===== src/rtl/key_debouncer_pkg.sv =====
// Shared constants and state type for the push-button debouncer.
// Optional release pulses are enabled by KEY_DEBOUNCER_RELEASE_PULSE_EN.
package key_debouncer_pkg;

  localparam int   DEFAULT_DEBOUNCE_CYCLES = 1_000_000;
  localparam logic KEY_RELEASED            = 1'b1;

  typedef enum logic {
    UP   = 1'b0,
    DOWN = 1'b1
  } key_state_t;

endpackage


===== src/rtl/key_debounce_cell.sv =====
// One key: two-flop synchronizer, stability counter, UP/DOWN state and edge pulses.
// Release pulse flop exists only when KEY_DEBOUNCER_RELEASE_PULSE_EN is defined.
module key_debounce_cell
  import key_debouncer_pkg::*;
#(
  parameter int DEBOUNCE_CYCLES = DEFAULT_DEBOUNCE_CYCLES
) (
  input  logic clk_i,
  input  logic rst_ni,
  input  logic key_raw_i,
  output logic level_o,
  output logic level_d_o,
  output logic press_o,
  output logic release_o
);

  localparam int             CW       = $clog2(DEBOUNCE_CYCLES + 1);
  localparam logic [CW-1:0]  CNT_LAST = CW'(DEBOUNCE_CYCLES - 1);

  logic          s1_q, s2_q;
  key_state_t    state_q, state_d;
  logic [CW-1:0] cnt_q, cnt_d;
  logic          press_q, press_d;
  logic          candidate;

`ifdef KEY_DEBOUNCER_RELEASE_PULSE_EN
  logic release_q, release_d;
`endif

  always_ff @(posedge clk_i or negedge rst_ni) begin
    if (!rst_ni) begin
      s1_q    <= KEY_RELEASED;
      s2_q    <= KEY_RELEASED;
      state_q <= UP;
      cnt_q   <= '0;
      press_q <= 1'b0;
`ifdef KEY_DEBOUNCER_RELEASE_PULSE_EN
      release_q <= 1'b0;
`endif
    end else begin
      s1_q    <= key_raw_i;
      s2_q    <= s1_q;
      state_q <= state_d;
      cnt_q   <= cnt_d;
      press_q <= press_d;
`ifdef KEY_DEBOUNCER_RELEASE_PULSE_EN
      release_q <= release_d;
`endif
    end
  end

  // Raw key is active-low; any agreeing sample discards the partial count.
  assign candidate = ~s2_q;

  always_comb begin
    state_d = state_q;
    cnt_d   = cnt_q;
    press_d = 1'b0;
`ifdef KEY_DEBOUNCER_RELEASE_PULSE_EN
    release_d = 1'b0;
`endif
    if (candidate == (state_q == DOWN)) begin
      cnt_d = '0;
    end else if (cnt_q == CNT_LAST) begin
      cnt_d = '0;
      if (state_q == UP) begin
        state_d = DOWN;
        press_d = 1'b1;
      end else begin
        state_d = UP;
`ifdef KEY_DEBOUNCER_RELEASE_PULSE_EN
        release_d = 1'b1;
`endif
      end
    end else begin
      cnt_d = cnt_q + 1'b1;
    end
  end

  assign level_o   = (state_q == DOWN);
  assign level_d_o = (state_d == DOWN);
  assign press_o   = press_q;

`ifdef KEY_DEBOUNCER_RELEASE_PULSE_EN
  assign release_o = release_q;
`else
  assign release_o = 1'b0;
`endif

endmodule


===== src/rtl/key_debouncer.sv =====
// Debounces the active-low KEY bus into levels, press/release pulses and key_any.
// key_release is live only when KEY_DEBOUNCER_RELEASE_PULSE_EN is defined.
module key_debouncer
  import key_debouncer_pkg::*;
#(
  parameter int N_KEYS          = 4,
  parameter int DEBOUNCE_CYCLES = DEFAULT_DEBOUNCE_CYCLES
) (
  input  logic              CLOCK_50,
  input  logic              RESET_N,
  input  logic [N_KEYS-1:0] KEY,
  output logic [N_KEYS-1:0] key_level,
  output logic [N_KEYS-1:0] key_press,
  output logic [N_KEYS-1:0] key_release,
  output logic              key_any
);

  logic [N_KEYS-1:0] level_d;
  logic              key_any_q;

  genvar gi;
  generate
    for (gi = 0; gi < N_KEYS; gi++) begin : g_key
      key_debounce_cell #(
        .DEBOUNCE_CYCLES(DEBOUNCE_CYCLES)
      ) u_cell (
        .clk_i     (CLOCK_50),
        .rst_ni    (RESET_N),
        .key_raw_i (KEY[gi]),
        .level_o   (key_level[gi]),
        .level_d_o (level_d[gi]),
        .press_o   (key_press[gi]),
        .release_o (key_release[gi])
      );
    end
  endgenerate

  // Built from next-state levels so key_any moves in the same cycle as key_level.
  always_ff @(posedge CLOCK_50 or negedge RESET_N) begin
    if (!RESET_N) key_any_q <= 1'b0;
    else          key_any_q <= |level_d;
  end

  assign key_any = key_any_q;

endmodule

===== config.mk =====
export PLATFORM = sky130hd
export DESIGN_NAME = key_debouncer
export DESIGN_NICKNAME = d
export VERILOG_FILES = /design/src/rtl/key_debouncer_pkg.sv /design/src/rtl/key_debounce_cell.sv /design/src/rtl/key_debouncer.sv
export SDC_FILE = /design/constraint.sdc
export NUM_CORES = 1
export LEC_CHECK = 0
export ABC_AREA = 0
export BUFFER_PORTS_ARGS = -buffer_cell sky130_fd_sc_hd__buf_2
export CELL_PAD_IN_SITES_DETAIL_PLACEMENT = 1
export CELL_PAD_IN_SITES_GLOBAL_PLACEMENT = 1
export CORE_MARGIN = 4
export CORE_UTILIZATION = 41
export CTS_BUF_LIST = sky130_fd_sc_hd__clkbuf_8
export DETAILED_ROUTE_END_ITERATION = 10
export PLACE_DENSITY = 0.74
export SYNTH_ARGS = -nofsm -noshare
export SYNTH_HDL_FRONTEND = slang
export SYNTH_SLANG_ARGS = --single-unit

===== constraint.sdc =====
create_clock -name CLOCK_50 -period 2.85 [get_ports CLOCK_50]
set_input_delay 0.285 -clock CLOCK_50 [delete_from_list [all_inputs] [get_ports CLOCK_50]]
set_output_delay 0.285 -clock CLOCK_50 [all_outputs]
set_load 0.01 [all_outputs]

---- Yosys cells after proc, flatten, opt, wreduce, memory -nomap -nowiden ----
Index checks and enable logic that the tools add are counted.
word-level totals
  bits in registers ....................... 97
  input bits .............................. 6
  output and inout port bits .............. 13
  word-level logic and storage cells ...... 66
cells by class
  reductions and logical operators ........ 1
  mux-type cells .......................... 28
  equal/unequal tests ..................... 8
  $add $sub $neg .......................... 4
  bitwise logic cells ..................... 4
operators by type and width
  kind                                                              count
  20-bit 2-to-1 mux                                                 8
  20-bit by 1-bit adder with 20-bit output (second input constant)  4
  20-bit equality test (second input constant)                      4
  1-bit 2-to-1 mux                                                  20
  1-bit equality test                                               4
  1-bit NOT                                                         4
  4-bit OR reduction                                                1

---- Logic depth before layout (Yosys ltp) ----
Gate-level depths: netlist (run 1).
  depth after elaboration ................. 4
  depth in mapped cells ................... 8
  mapped depth without buffers ............ 6

---- Hierarchy ----
From an unflattened synthesis (run 1), not the netlist that was laid out.
unflattened totals
  cell total of the unflattened synthesis .. 458
  area total of the unflattened synthesis .. 4,707.0 sq um
by module, submodules not included
  module             cells each  area an instance (sq um)  instances  sequential area each (sq um)
  key_debounce_cell  114         1,168.6                   4          603.1
  key_debouncer      2           32.5                      1          25.0

---- Least setup slack after synthesis (run 1) ----
Ideal clock, no wire load.
  kind .................................... register -> register
  from .................................... reg g_key[2].u_cell.cnt_q[0]
  to ...................................... reg key_any_q, in the netlist key_any
  path buffers ............................ 0
  cell stages (with the launch flop) ...... 7
  setup slack ............................. 0.821 ns
  clock period less this slack ............ 2.029 ns
  data required time ...................... 2.711 ns
  library setup time ...................... 0.139 ns
  data arrival time ....................... 1.891 ns
  path through ............................ dfrtp_1 > ha_1 > nand4_2 > or2_4 > nor4_4 > mux2i_1 > or4_1
on the way
  word-level cells in the longest chain between the ends .. 4
RTL lines
  what                                 RTL line                 RTL
  start, declared                      key_debounce_cell.sv:22  logic [CW-1:0] cnt_q, cnt_d;
  start signal, assigned               key_debounce_cell.sv:44  cnt_q <= cnt_d;
  20-bit equality test                 key_debounce_cell.sv:64  end else if (cnt_q == CNT_LAST) begin
  1-bit 2-to-1 mux                     key_debounce_cell.sv:64
  1-bit 2-to-1 mux                     key_debounce_cell.sv:62  if (candidate == (state_q == DOWN)) begin
  named net g_key[2].u_cell.level_d_o  key_debounce_cell.sv:12  output logic level_d_o,
  4-bit OR reduction                   key_debouncer.sv:41      else key_any_q <= |level_d;
  end signal, assigned                 key_debouncer.sv:41
  end, declared                        key_debouncer.sv:19      logic key_any_q;
The timed path passes the listed nets, and every way through them passes these cells.

---- Final worst setup path (run 1) ----
  from .................................... reg g_key[2].u_cell.cnt_q[0]
  to ...................................... reg g_key[2].u_cell.cnt_q[18]
on the way
  word-level cells in the longest chain between the ends .. 3
  elaborated cells on any way between the ends .. 4
  classes of those cells .................. add/sub (1); eq/ne (1); mux (2)
RTL lines
  what                                                                              RTL line
  20-bit by 1-bit adder with 20-bit output or 20-bit equality test (tied branches)  key_debounce_cell.sv:76, key_debounce_cell.sv:64
  20-bit 2-to-1 mux (*)                                                             key_debounce_cell.sv:64
  20-bit 2-to-1 mux (*)                                                             key_debounce_cell.sv:62
  named net g_key[2].u_cell.cnt_d[18]                                               key_debounce_cell.sv:22
Mark *: on every way through the listed nets, which the timed path passes. The rest lies on a longest branch.

==> results of run 1 <==
## Yosys cell counts (2+ instances only)
| library cell | count | area (sq um) |
|---|---|---|
| nand4_1 | 14 | 87.6 |
| buf_4 | 12 | 90.1 |
| o21ai_0 | 2 | 10.0 |
| dfrtp_1 | 89 | 2230 |
| nor3b_1 | 2 | 15.0 |
| or3_1 | 2 | 12.5 |
| ha_1 | 4 | 50.1 |
| a21oi_1 | 2 | 10.0 |
| nand2_1 | 26 | 97.6 |
| xnor2_1 | 28 | 245 |
| inv_1 | 11 | 41.3 |
| nand3_1 | 37 | 185 |
| nor3_1 | 12 | 60.1 |
| nor4_1 | 8 | 50.1 |
| nand3b_1 | 2 | 15.0 |
| nand2b_1 | 2 | 12.5 |
| nor4b_1 | 2 | 17.5 |
| and2_1 | 3 | 18.8 |
| dfstp_2 | 8 | 210 |
| xor2_1 | 46 | 403 |
| mux2i_1 | 4 | 40.0 |
| buf_2 | 6 | 30.0 |
| and3_1 | 10 | 62.6 |
| and4_1 | 6 | 52.6 |
| nor2_1 | 92 | 345 |
| clkbuf_1 | 2 | 7.51 |
## kinds of logic (layout without fill, tap and decap cells)
logic type	after synthesis	after routing	synth area share [%]
mux	4	4	0.890
other cells	1	4	0.0834
simple gates	227	227	25.1
xor+xnor	74	74	14.4
fa+ha+maj	4	4	1.11
flops	97	97	54.2
compound gates	4	4	0.445
buf+inv	31	49	3.76
## flip-flops by register name, summed over array words and instances, names as in the netlist
register and flops:
g_key.u_cell.cnt_q 80, g_key.u_cell.level_o 4, g_key.u_cell.press_o 4, g_key.u_cell.s1_q 4, g_key.u_cell.s2_q 4, key_any 1
## repair_timing
action	4_1_cts	5_1_grt
endpoints found under the hold margin	39	1
setup buffers	0	0
hold buffers	4	1
## worst paths after layout
path	from	to	slack, ps	cells after the start
setup / recovery	g_key[2].u_cell.cnt_q[0]	g_key[2].u_cell.cnt_q[18]	580	6
hold / removal	g_key[2].u_cell.s1_q	g_key[2].u_cell.s2_q	360	0
setup reg to reg	g_key[2].u_cell.cnt_q[0]	g_key[2].u_cell.cnt_q[18]	580	6
hold reg to reg	g_key[2].u_cell.s1_q	g_key[2].u_cell.s2_q	360	0
max in group asynchronous	RESET_N	g_key[2].u_cell.s2_q	1670	3
min in group asynchronous	RESET_N	g_key[0].u_cell.cnt_q[12]	440	2
## power by group
part	internal, mW	leakage [nW]	switching [mW]
Clock	0.309	0.0852	0.472
Sequential	1.40	1.32	0.0200
Combinational	0.0277	0.743	0.0626
## through the flow
| stage | worst slack [ps] | cell area, sq um | std cells |
|---|---|---|---|
| after floorplan | 821 | 4510 | 445 |
| after global placement | 683 | 4660 | 578 |
| after detailed placement | 557 | 4660 | 578 |
| after CTS | 536 | 4860 | 598 |
| after global routing | 419 | 4870 | 599 |
| final | 585 | 4870 | 599 |
## worst register-to-register path, cell delays in order, from the launching register on
cell,delay (ps)
dfrtp_1,400
ha_1,240
nand4_2,160
or2_4,280
nor4_4,340
or2_1,580
nor2_1,130
## metal layers
metal,share of wire [%],vias up,global-route usage (%)
met1,46,1548,18.4
met3,3.0,13,4.55
met4,1.2,0,3.69
li1,-,1486,-
met5,0,-,0
met2,50,26,25.7
## final cells by class
class | instances | area (sq um)
fillers | 1188 | 5630
flip-flops and latches | 97 | 2440
multi-input cells | 317 | 1900
well taps | 136 | 170
repair buffers | 22 | 158
clock buffers | 9 | 124
clock inverters | 7 | 42.5
inverters | 11 | 41.3
==> results.py, run 1 <==
metrics = {
    "grt": {
        "grt_pass1_vias": 3345,
        "antenna_found_initial": 0,
        "grt_overflow": 0,
        "grtUsageTotal_pct": 14.9,
        "grt_max_degree": 56,
        "grt_pass1_wl_microns": 15600,
    },
    "yosys": {
        "post_synth_num_cell_types": 36,
        "synth_edf_count": 0,
        "async_flop_share_pct": 100,
        "synth_flop_cell": "dfrtp_1",
        "netlist_instances": 442,
        "synthesis.area_sq_mm": 0.00450,
        "ys_warn_count": 0,
        "synth_area_per_cell_sq_um": 10.2,
        "ys_ff_latch": 97,
        "ys_seq_area_share_pct": 54.2,
    },
    "job": {
        "max-cap-violations": 0,
    },
    "clock_network": {
        "htreeDepth": 3,
        "cts_made_buffers": 9,
        "cts_tree": "done",
        "cts_num_sinks": 97,
        "clockBufferDepth": 2,
        "cts_root_buf": "clkbuf_8",
        "path_clk_slew_ps": 90,
        "insertion_delay_ps": 370,
        "cts_resized": 0,
    },
    "critical_path": {
        "worstPathCellList": "ha_1 -> nand4_2 -> or2_4 -> nor4_4 -> or2_1 -> nor2_1",
        "max_stage_delay_ps": 580,
        "crit_family": "simple AND/OR/NAND/NOR gates",
        "crit_type": "flip-flop to flip-flop",
        "end_kind": "flip-flop",
        "cp_data_required_time_ps": 3080,
        "worst-path-buf-inv": 0,
        "arrival_ps": 2490,
        "critPathMaxFanout": 19,
        "cp-start-kind": "flip-flop",
        "crit_slowest_cell": "or2_1",
    },
    "finish": {
        "syn_to_final_growth_pct": 8.40,
        "fin_nets": 468,
        "post-route-util_pct": 46.4,
        "diodes": 0,
        "final_common_cell": "nor2_1",
        "layout_common_cells": "nor2_1 (92), dfrtp_1 (89), xor2_1 (46)",
        "drive_gt1_share_pct": 9.29,
    },
    "floorplanning": {
        "rows": 37,
        "core_sq_mm": 0.0105,
        "start_util_pct": 42.8,
        "die_height_microns": 113,
        "die-area_sq_mm": 0.0127,
        "dieWidth_microns": 113,
        "design.portCount": 19,
    },
    "sta": {
        "period_needed_ps": 2270,
        "finalClockSkew_ps": 7.00,
        "rsz0062_at_grt": "false",
        "fin_crit_sh_pct": 79.5,
        "slew-limit-headroom_pct": 50.3,
        "setup_viol": 0,
        "fmax_ghz": 0.441,
        "finalHoldViolations": 0,
        "fin_hold_ws_ps": 360,
        "fin_tns_setup_ps": 0,
        "maxSlewViolCount": 0,
        "tightest_slew_ps": 746,
    },
    "power": {
        "power_density_mw_per_mm2": 470,
        "power.total_mw": 2.29,
        "peakVddDrop_mv": 0.267,
        "p_leak_nw": 2.15,
    },
    "route": {
        "wire_per_inst_microns": 14.5,
        "ant_nets": 0,
        "via_count": 3073,
        "wirelength_microns": 8670,
        "vias_per_cell": 5.13,
        "drcViolationCount": 0,
        "drtIter0Drc": 196,
        "first_pass_iters": 3,
    },
    "placement": {
        "io_buffers": 14,
        "post-dp-hpwl_microns": 6140,
        "place_congestion": 0.789,
    },
    "status": {
        "outcome": "complete, no violations",
    },
    "hold_path": {
        "hp-class": "flip-flop to flip-flop",
    },
}
No activity file was read; power rests on OpenSTA's default activity.
==> inputs of run 2 (changes only) <==
==> constraint.sdc (replaced) <==
create_clock -name CLOCK_50 -period 2.1 [get_ports CLOCK_50]
set_input_delay 0.21 -clock CLOCK_50 [delete_from_list [all_inputs] [get_ports CLOCK_50]]
set_output_delay 0.21 -clock CLOCK_50 [all_outputs]
set_load 0.01 [all_outputs]
==> run 2 against run 1 <==
  * Die area did not move
  * Sequential share of layout area down 2.4 points
  * Routed wire length is 3.3% higher
  * Clock-buffer cell count increased by 2
  * First-iteration DRC count is 3.6% lower
  * Via count is 3.2% higher
  * Sequential power rose by 36%
  * Clock power up 45%
  * Final cell count rose by 3.3%
  * Critical path depth stayed put
  * Critical path type unchanged
  * Critical endpoint is now key_any
  * Highest routed layer unchanged
==> results.py, run 2 (synthesis results as in run 1) <==
metrics = {
    "status": {
        "outcome": "complete, no violations",
    },
    "sta": {
        "setup_viol": 0,
        "fin_tns_setup_ps": 0,
        "rsz0062_at_grt": "true",
        "finalHoldViolations": 0,
        "slew-limit-headroom_pct": 65.8,
        "setup_ws_ps": 56.2,
        "maxSlewViolCount": 0,
        "period_needed_ps": 2040,
        "fin_crit_sh_pct": 97.3,
        "fmax_ghz": 0.489,
        "tightest_slew_ps": 512,
        "finalClockSkew_ps": 6.40,
    },
    "job": {
        "max-cap-violations": 0,
    },
    "power": {
        "power_density_mw_per_mm2": 627,
        "p_leak_nw": 2.28,
        "peakVddDrop_mv": 0.230,
    },
    "placement": {
        "dp.cells": 593,
        "dpl_cell_area_sq_mm": 0.00480,
        "dp_slack_ps": -20.9,
        "io_buffers": 14,
        "post-dp-hpwl_microns": 6320,
        "place_congestion": 0.751,
    },
    "clock_network": {
        "cts_root_buf": "clkbuf_8",
        "insertion_delay_ps": 360,
        "cts_tree": "done",
        "htreeDepth": 3,
        "path_clk_slew_ps": 90,
        "cts_num_sinks": 97,
        "cts_made_buffers": 9,
        "clockBufferDepth": 2,
    },
    "critical_path": {
        "end_kind": "flip-flop",
        "cp_data_required_time_ps": 2330,
        "critPathMaxFanout": 3,
        "crit_type": "flip-flop to flip-flop",
        "cp-start-kind": "flip-flop",
        "arrival_ps": 2280,
    },
    "route": {
        "via_count": 3171,
        "first_pass_iters": 4,
        "drcViolationCount": 0,
        "ant_nets": 0,
        "wire_per_inst_microns": 14.5,
        "drtIter0Drc": 189,
        "vias_per_cell": 5.12,
        "wirelength_microns": 8950,
    },
    "finish": {
        "regMostFlops": "g_key.u_cell.cnt_q",
        "final-instance-count-excl-fill": 619,
        "fin_nets": 488,
        "fill_cells": 1166,
        "drive_gt1_share_pct": 14.7,
        "final_common_cell": "nor2_1",
        "layout_common_cells": "nor2_1 (92), dfrtp_1 (89), xor2_1 (46)",
        "largest_reg_flops": 80,
        "syn_to_final_growth_pct": 13.9,
        "stdcell_area_sq_mm": 0.00512,
        "diodes": 0,
    },
    "grt": {
        "grt_pass1_wl_microns": 15700,
        "grt_max_degree": 43,
        "antenna_found_initial": 0,
        "grtUsageTotal_pct": 15.2,
        "grt_overflow": 0,
        "grt_pass1_vias": 3389,
    },
    "floorplanning": {
        "die_height_microns": 113,
        "rows": 37,
        "dieWidth_microns": 113,
        "design.portCount": 19,
        "start_util_pct": 42.8,
        "die-area_sq_mm": 0.0127,
        "core_sq_mm": 0.0105,
    },
    "hold_path": {
        "hp-class": "input pin to asynchronous set/reset pin",
    },
}
## run 2: changes by cell type in the layout (fill, tap and decap cells not counted), sizes merged
cell      previous run  this run
buf                 17        37
clkbuf               9        11
clkinvlp             3         1
clkinv               1         2
inv                 14        13
## run 2: through the flow
| step | hold slack [ps] | utilization, % | power [mW] |
|---|---|---|---|
| floorplan | -85.6 | - | 2.02 |
| global placement | 210 | 45.6 | 2.09 |
| detailed placement | 220 | 45.6 | 2.10 |
| CTS | 361 | 48.1 | 3.25 |
| global route | 364 | 48.7 | 3.38 |
| finish | 358 | 48.7 | 3.21 |
## run 2: layout make-up
cell class | count | area (sq um) | share of cell area [%]
clock buffers | 11 | 151 | 2.96
clock inverters | 5 | 30.0 | 0.586
inverters | 11 | 41.3 | 0.806
multi-input cells | 317 | 1960 | 38.2
flip-flops and latches | 97 | 2440 | 47.6
well taps | 136 | 170 | 3.32
repair buffers | 42 | 333 | 6.50
## run 2: per-layer routing
metal	vias up	track usage, %	routed length [microns]
li1	1528	-	-
met1	1595	19.3	4180
met2	32	25.0	4310
met3	16	3.58	270
met4	0	6.09	196
met5	-	0	0
## run 2: worst max-delay path, cell delays in order, from the launching register on
cell and delay [ps]:
dfrtp_1 410, ha_4 170, nand4_4 110, or2_4 270
nor4_4 340, mux2i_1 140, or4_1 480
## run 2: timing repair
item                                   4_1_cts  5_1_grt
endpoints found under the hold margin       37        0
setup buffers                                0        5
gates resized for setup                      4        5
setup endpoints to repair                    1        1
hold buffers                                 5        0
pin swaps                                    1        6
## run 2: power breakdown
group / leakage, nW / internal (mW) / total [mW] / switching (mW)
Clock: 0.0969 / 0.492 / 1.13 / 0.636
Combinational: 0.870 / 0.0590 / 0.153 / 0.0940
Sequential: 1.32 / 1.90 / 1.93 / 0.0295
## run 2: path summary, 6_finish.rpt
path,endpoint,slack (ps),start,cells past startpoint
max,key_any,60,g_key[2].u_cell.cnt_q[1],6
min,g_key[0].u_cell.cnt_q[17],360,RESET_N,2
max reg2reg,key_any,60,g_key[2].u_cell.cnt_q[1],6
min reg2reg,g_key[3].u_cell.s2_q,360,g_key[3].u_cell.s1_q,0
max in group asynchronous,g_key[2].u_cell.cnt_q[2],1080,RESET_N,3
min in group CLOCK_50,g_key[3].u_cell.s2_q,360,g_key[3].u_cell.s1_q,0
